--- src/rtl/vga_pkg.sv ---
// Shared VGA timing constants and counter type for the raster generator
// and the downstream active-region logic.
package vga_pkg;

  // Default 640x480 @ 60 Hz timing (pixels / lines)
  localparam int DEF_H_ACTIVE = 640;
  localparam int DEF_H_FP     = 16;
  localparam int DEF_H_SYNC   = 96;
  localparam int DEF_H_BP     = 48;
  localparam int DEF_V_ACTIVE = 480;
  localparam int DEF_V_FP     = 10;
  localparam int DEF_V_SYNC   = 2;
  localparam int DEF_V_BP     = 33;
  localparam int DEF_CLK_DIV  = 2;

  // Derived defaults
  localparam int DEF_H_TOTAL  = DEF_H_ACTIVE + DEF_H_FP + DEF_H_SYNC + DEF_H_BP;
  localparam int DEF_V_TOTAL  = DEF_V_ACTIVE + DEF_V_FP + DEF_V_SYNC + DEF_V_BP;
  localparam int DEF_HS_START = DEF_H_ACTIVE + DEF_H_FP;
  localparam int DEF_HS_END   = DEF_HS_START + DEF_H_SYNC;
  localparam int DEF_VS_START = DEF_V_ACTIVE + DEF_V_FP;
  localparam int DEF_VS_END   = DEF_VS_START + DEF_V_SYNC;

  // Counter width; totals up to 1024 fit
  localparam int CNT_W   = 10;
  localparam int CNT_MAX = 1 << CNT_W;

  typedef logic [CNT_W-1:0] vga_cnt_t;

  // True when lo <= c < hi; done in int so a bound of 1024 still works
  function automatic logic in_window(input vga_cnt_t c, input int lo, input int hi);
    return (int'(c) >= lo) && (int'(c) < hi);
  endfunction

endpackage

--- src/rtl/vga_timing_gen_pix_strobe.sv ---
// Clock divider producing the one-clk pixel strobe. 'tick' is the
// combinational "this edge advances the raster" condition; pix_en is
// its registered image, so it is high in the cycle the new counter
// values are presented.
module pix_strobe
  import vga_pkg::*;
#(
  parameter int CLK_DIV = DEF_CLK_DIV
) (
  input  logic clk,
  input  logic rst_n,
  output logic tick,
  output logic pix_en
);

  localparam int DIV_W = (CLK_DIV > 1) ? $clog2(CLK_DIV) : 1;
  localparam logic [DIV_W-1:0] DIV_LAST = DIV_W'(CLK_DIV - 1);

  generate
    if (CLK_DIV < 1) begin : g_bad_div
      $fatal(1, "pix_strobe: CLK_DIV must be at least 1");
    end
  endgenerate

  logic [DIV_W-1:0] div_cnt;

  assign tick = (div_cnt == DIV_LAST);

  // Divider count and strobe register; with CLK_DIV=1 the count stays 0
  // and tick is permanently true, so pix_en stays high after reset.
  always_ff @(posedge clk or negedge rst_n) begin
    if (!rst_n) begin
      div_cnt <= '0;
      pix_en  <= 1'b0;
    end else if (tick) begin
      div_cnt <= '0;
      pix_en  <= 1'b1;
    end else begin
      div_cnt <= div_cnt + 1'b1;
      pix_en  <= 1'b0;
    end
  end

endmodule

--- src/rtl/vga_timing_gen.sv ---
// Raster timing generator: pixel/line counters plus registered sync,
// active and start flags. Counters park at the last pixel of a frame on
// reset so the first strobe presents (0,0) as a fresh frame.
module vga_timing_gen
  import vga_pkg::*;
#(
  parameter int H_ACTIVE = DEF_H_ACTIVE,
  parameter int H_FP     = DEF_H_FP,
  parameter int H_SYNC   = DEF_H_SYNC,
  parameter int H_BP     = DEF_H_BP,
  parameter int V_ACTIVE = DEF_V_ACTIVE,
  parameter int V_FP     = DEF_V_FP,
  parameter int V_SYNC   = DEF_V_SYNC,
  parameter int V_BP     = DEF_V_BP,
  parameter int CLK_DIV  = DEF_CLK_DIV
) (
  input  logic     clk,
  input  logic     rst_n,
  output vga_cnt_t hcount,
  output vga_cnt_t vcount,
  output logic     pix_en,
  output logic     hsync_n,
  output logic     vsync_n,
  output logic     active,
  output logic     line_start,
  output logic     frame_start
);

  localparam int H_TOTAL  = H_ACTIVE + H_FP + H_SYNC + H_BP;
  localparam int V_TOTAL  = V_ACTIVE + V_FP + V_SYNC + V_BP;
  localparam int HS_START = H_ACTIVE + H_FP;
  localparam int HS_END   = HS_START + H_SYNC;
  localparam int VS_START = V_ACTIVE + V_FP;
  localparam int VS_END   = VS_START + V_SYNC;

  localparam vga_cnt_t H_LAST = vga_cnt_t'(H_TOTAL - 1);
  localparam vga_cnt_t V_LAST = vga_cnt_t'(V_TOTAL - 1);

  generate
    if (H_TOTAL > CNT_MAX || V_TOTAL > CNT_MAX) begin : g_bad_total
      $fatal(1, "vga_timing_gen: H_TOTAL/V_TOTAL exceed 10-bit counter range");
    end
  endgenerate

  logic     tick;
  vga_cnt_t h_next;
  vga_cnt_t v_next;

  pix_strobe #(
    .CLK_DIV (CLK_DIV)
  ) u_pix_strobe (
    .clk    (clk),
    .rst_n  (rst_n),
    .tick   (tick),
    .pix_en (pix_en)
  );

  // Next raster position: horizontal wrap carries into the line counter,
  // and a wrap on the last line returns to the top of the frame.
  always_comb begin
    h_next = hcount;
    v_next = vcount;
    if (hcount == H_LAST) begin
      h_next = '0;
      if (vcount == V_LAST) begin
        v_next = '0;
      end else begin
        v_next = vcount + 1'b1;
      end
    end else begin
      h_next = hcount + 1'b1;
    end
  end

  // Counters and flags update together from the next position so flags
  // carry no skew; start pulses only live for the strobe cycle.
  always_ff @(posedge clk or negedge rst_n) begin
    if (!rst_n) begin
      hcount      <= H_LAST;
      vcount      <= V_LAST;
      hsync_n     <= 1'b1;
      vsync_n     <= 1'b1;
      active      <= 1'b0;
      line_start  <= 1'b0;
      frame_start <= 1'b0;
    end else if (tick) begin
      hcount      <= h_next;
      vcount      <= v_next;
      hsync_n     <= !in_window(h_next, HS_START, HS_END);
      vsync_n     <= !in_window(v_next, VS_START, VS_END);
      active      <= in_window(h_next, 0, H_ACTIVE) && in_window(v_next, 0, V_ACTIVE);
      line_start  <= (h_next == '0);
      frame_start <= (h_next == '0) && (v_next == '0);
    end else begin
      line_start  <= 1'b0;
      frame_start <= 1'b0;
    end
  end

endmodule

--- config.mk ---
export PLATFORM = sky130hd
export DESIGN_NAME = vga_timing_gen
export DESIGN_NICKNAME = d
export VERILOG_FILES = /design/src/rtl/vga_pkg.sv /design/src/rtl/vga_timing_gen_pix_strobe.sv /design/src/rtl/vga_timing_gen.sv
export SDC_FILE = /design/constraint.sdc
export NUM_CORES = 1
export LEC_CHECK = 0
export BUFFER_PORTS_ARGS = -buffer_cell sky130_fd_sc_hd__buf_2
export CORE_ASPECT_RATIO = 1.2
export CORE_MARGIN = 2
export CORE_UTILIZATION = 45
export CTS_CLUSTER_SIZE = 28
export DETAILED_ROUTE_END_ITERATION = 7
export MAX_ROUTING_LAYER = met4
export PLACE_DENSITY = 0.65
export SLEW_MARGIN = 20
export SYNTH_ARGS = -nofsm -noshare
export SYNTH_HDL_FRONTEND = slang
export SYNTH_SLANG_ARGS = --single-unit
export TNS_END_PERCENT = 1
--- constraint.sdc ---
create_clock -name clk -period 4.7 [get_ports clk]
set_clock_uncertainty 0.05 [all_clocks]
set_input_delay 0.235 -clock clk [delete_from_list [all_inputs] [get_ports clk]]
set_output_delay 0.235 -clock clk [all_outputs]
set_load 0.05 [all_outputs]
==> impl_metrics.toml <==
[critical_path]
worstSetupPathType = "reg2reg"
arrival_ns = 2.83
path_cells = "ha_1 > and4_1 > nand3_1 > o311ai_1 > o21ai_0 > and3_1 > o41ai_1"
timing.critical_path.to_type = "flip-flop"
slowest_delay_ns = 0.59
critical_path_buf_inv_count = 0
critical_path.max_fanout = 13
critPathSlowestCell = "dfstp_2"
path_delay_family = "simple AND/OR/NAND/NOR gates"
worstSetupStartpointType = "flip-flop"
worstPathRequired_ns = 4.82

[global_route]
grt_overflow_total = 0
global_route.usage.total_pct = 19.80
grt_antenna_before_repair = 0
wire_length_of_the_first_global_routing_pass_um = 7245
grt_pass1_vias = 1549
grt_max_degree = 28

[cts]
postCtsResizedCells = 0
worst_setup_hold_path_clk_slew_ns = 0.09
ctsLongestPathBuffers = 2
cts_tree = "built"
level_count_of_the_clock_h_tree = 1
worstSkewPairLatency_ns = 0.27
cts_made_buffers = 3
clockRootBuffer = "clkbuf_8"
cts.sinks = 27

[detailed_routing]
vias_per_cell = 5.979
routed_wire_length_per_instance_um = 15.30
drtPass1Iterations = 4
dr.first_iter.drc_count = 111
route.antenna.remaining_nets = 0
drt_wl_total_um = 4285
remaining_drc_errors = 0
dr_total_vias = 1674

[yosys]
synth.distinct_cells = 51
synthesis.area_per_instance_um2 = 8.847
yosys.area.top_type_share_pct = 20.01
synth.yosys.warnings = 0
synth.cell_area_um2 = 1876
synth.net_count = 218
netlist.top_cell.by_area = "dfrtp_1"
synth-seq-area-share_pct = 36.82
postSynth.topFlopCell = "dfrtp_1"
synth.area.top_cells = "dfrtp_1 (20%), dfstp_2 (17%), o21ai_0 (5.1%)"
netlist_instances = 212
async_flop_share_pct = 100.0
synth_enable_flop_cells = 0
synth_seq_cells = 27

[power]
ir_drop_mv = 0.08629
power_leakage_nw = 0.8002
power_density_nw_per_um2 = 181.4

[layout]
antenna_cells_inserted = 0
area.growth.synth_to_final_pct = 8.272
fin_nets = 233
layout-drive-gt1-share_pct = 23.89
total_non_filler_cell_area_in_the_finished_layout_um2 = 2031

[sta]
unrepaired_setup_endpoints_after_global_routing = "no"
final_min_period_over_clock_period_pct = 57.73
fin_tns_setup_ns = 0
post-route-min-period_ns = 2.713
fmax_ghz = 0.3686
max_slew.worst_pin.slew_ns = 0.7234
setup_viol = 0
hold_violations = 0
relSlewSlack_pct = 51.77
report.final.slew_viol_count = 0

[die]
die_footprint_um2 = 4703
core_area_um2 = 3973
num_io_pins = 28
placementRows = 25
die_width_um = 62.94
die_h_um = 74.72
initial_utilization_pct = 47.21

[placement]
dpl-instance-area_um2 = 1976
detailed_place_hpwl_um = 3053
gp_routability_congestion = 0.9067
port_buffers = 27

[run]
max_cap_viol = 0

[outcome]
run_status = "complete, no violations"

[hold_path]
timing.hold.worst.class = "reg2reg"
==> flip-flops by register name (all words and copies together) (netlist names) <==
signal and count:
active 1, frame_start 1, hcount 10, hsync_n 1, line_start 1, u_pix_strobe.pix_en 1, u_pix_strobe.tick 1, vcount 10
vsync_n 1
==> cells in the mapped netlist (all sizes together) (2+ instances only) <==
master,number
a21oi,10
a31oi,4
and3,6
buf,7
clkbuf,11
dfrtp,15
dfstp,12
ha,4
inv,6
mux2,3
mux2i,3
nand2,22
nand2b,2
nand3,14
nand4,8
nor2,9
nor3,7
nor4,4
nor4b,2
o211ai,2
o21ai,19
o311ai,2
o31ai,2
o32ai,2
o41ai,3
or3,4
or4,3
xnor2,8
xor2,5
==> power breakdown <==
part | switching, mW | internal (mW) | total (mW)
registers | 0 | 0.233 | 0.233
clock network | 0.0696 | 0.0606 | 0.130
logic | 0.00462 | 0.000834 | 0.00545
total | 0.0742 | 0.294 | 0.368
==> worst min-delay path: cells and delay by family, from the launching register on <==
kind            cells  cell delay [ns]
compound gates      1             0.04
flops               1             0.38
simple gates        1             0.08
==> final cells by class <==
type / count / area [µm²]
Clock buffer: 4 / 45.04
Fill cell: 386 / 1942
Inverter: 6 / 22.52
Multi-Input combinational cell: 161 / 1060
Sequential cell: 27 / 690.7
Tap cell: 54 / 67.56
Timing Repair Buffer: 28 / 145.1
==> routing by layer <==
metal / wire length [µm] / up-vias / GRT usage, %
met5: 0 / - / -
met4: 70 / 0 / 7.654
met3: 212 / 6 / 1.943
met2: 2082 / 60 / 34.99
met1: 1919 / 797 / 23.58
li1: - / 811 / -
==> what timing repair did <==
| action | CTS | global route |
|---|---|---|
| setup buffers | 0 | 0 |
| hold buffers | 1 | 0 |
| hold endpoints to repair | 15 | 0 |
==> cells by family (layout without fill, tap and decap cells) <==
group / count (synthesis) / after routing / synth area share (%)
AO/OA/AOI/OAI: 50 / 50 / 17.15
adder cells (fa/ha/maj): 4 / 4 / 2.669
buffers and inverters: 24 / 38 / 6.671
AND/OR/NAND/NOR: 88 / 88 / 27.22
flip-flops: 27 / 27 / 36.82
multiplexers: 6 / 6 / 3.402
XOR/XNOR: 13 / 13 / 6.071
==> worst paths after layout <==
kind | start | endpoint | slack (ns) | depth (start not counted)
hold / removal | hsync_n | hsync_n | 0.44 | 2
setup / recovery | hcount[0] | active | 1.99 | 7
hold reg to reg | hsync_n | hsync_n | 0.44 | 2
setup reg to reg | hcount[0] | active | 1.99 | 7
min in group asynchronous | rst_n | u_pix_strobe.pix_en | 0.46 | 2
max in group asynchronous | rst_n | vcount[6] | 3.72 | 2
==> per-stage QoR <==
stage          worst slack (ns)  total power, mW  hold slack, ns  instances  util, %
2_1_floorplan             2.108           0.2369         -0.1106        212        -
3_3_place_gp              2.126           0.2420          0.2378        275    49.73
3_5_place_dp              1.984           0.2421          0.2446        275    49.73
4_1_cts                   2.001           0.3750          0.4439        280    51.12
5_1_grt                   1.720           0.3850          0.4744        280    51.12
6_report                  1.987           0.3684          0.4411        280    51.12
==> layout by cell type, fill, tap and decap left out, types with 3 or more instances in the layout <==
master and count:
or3_1 4, o21ai_0 19, nand3_1 13, xnor2_1 8
a31oi_1 4, nor3_1 6, o41ai_1 3, nor2_1 9
buf_2 27, ha_1 4, or4_1 3, dfrtp_1 15
mux2_2 3, a21oi_1 9, inv_1 6, mux2i_1 3
clkbuf_8 3, xor2_1 5, nand2_1 22, nor4_1 4
nand4_1 8, and3_1 5, dfstp_2 12
Power figures use the tool's default switching activity.
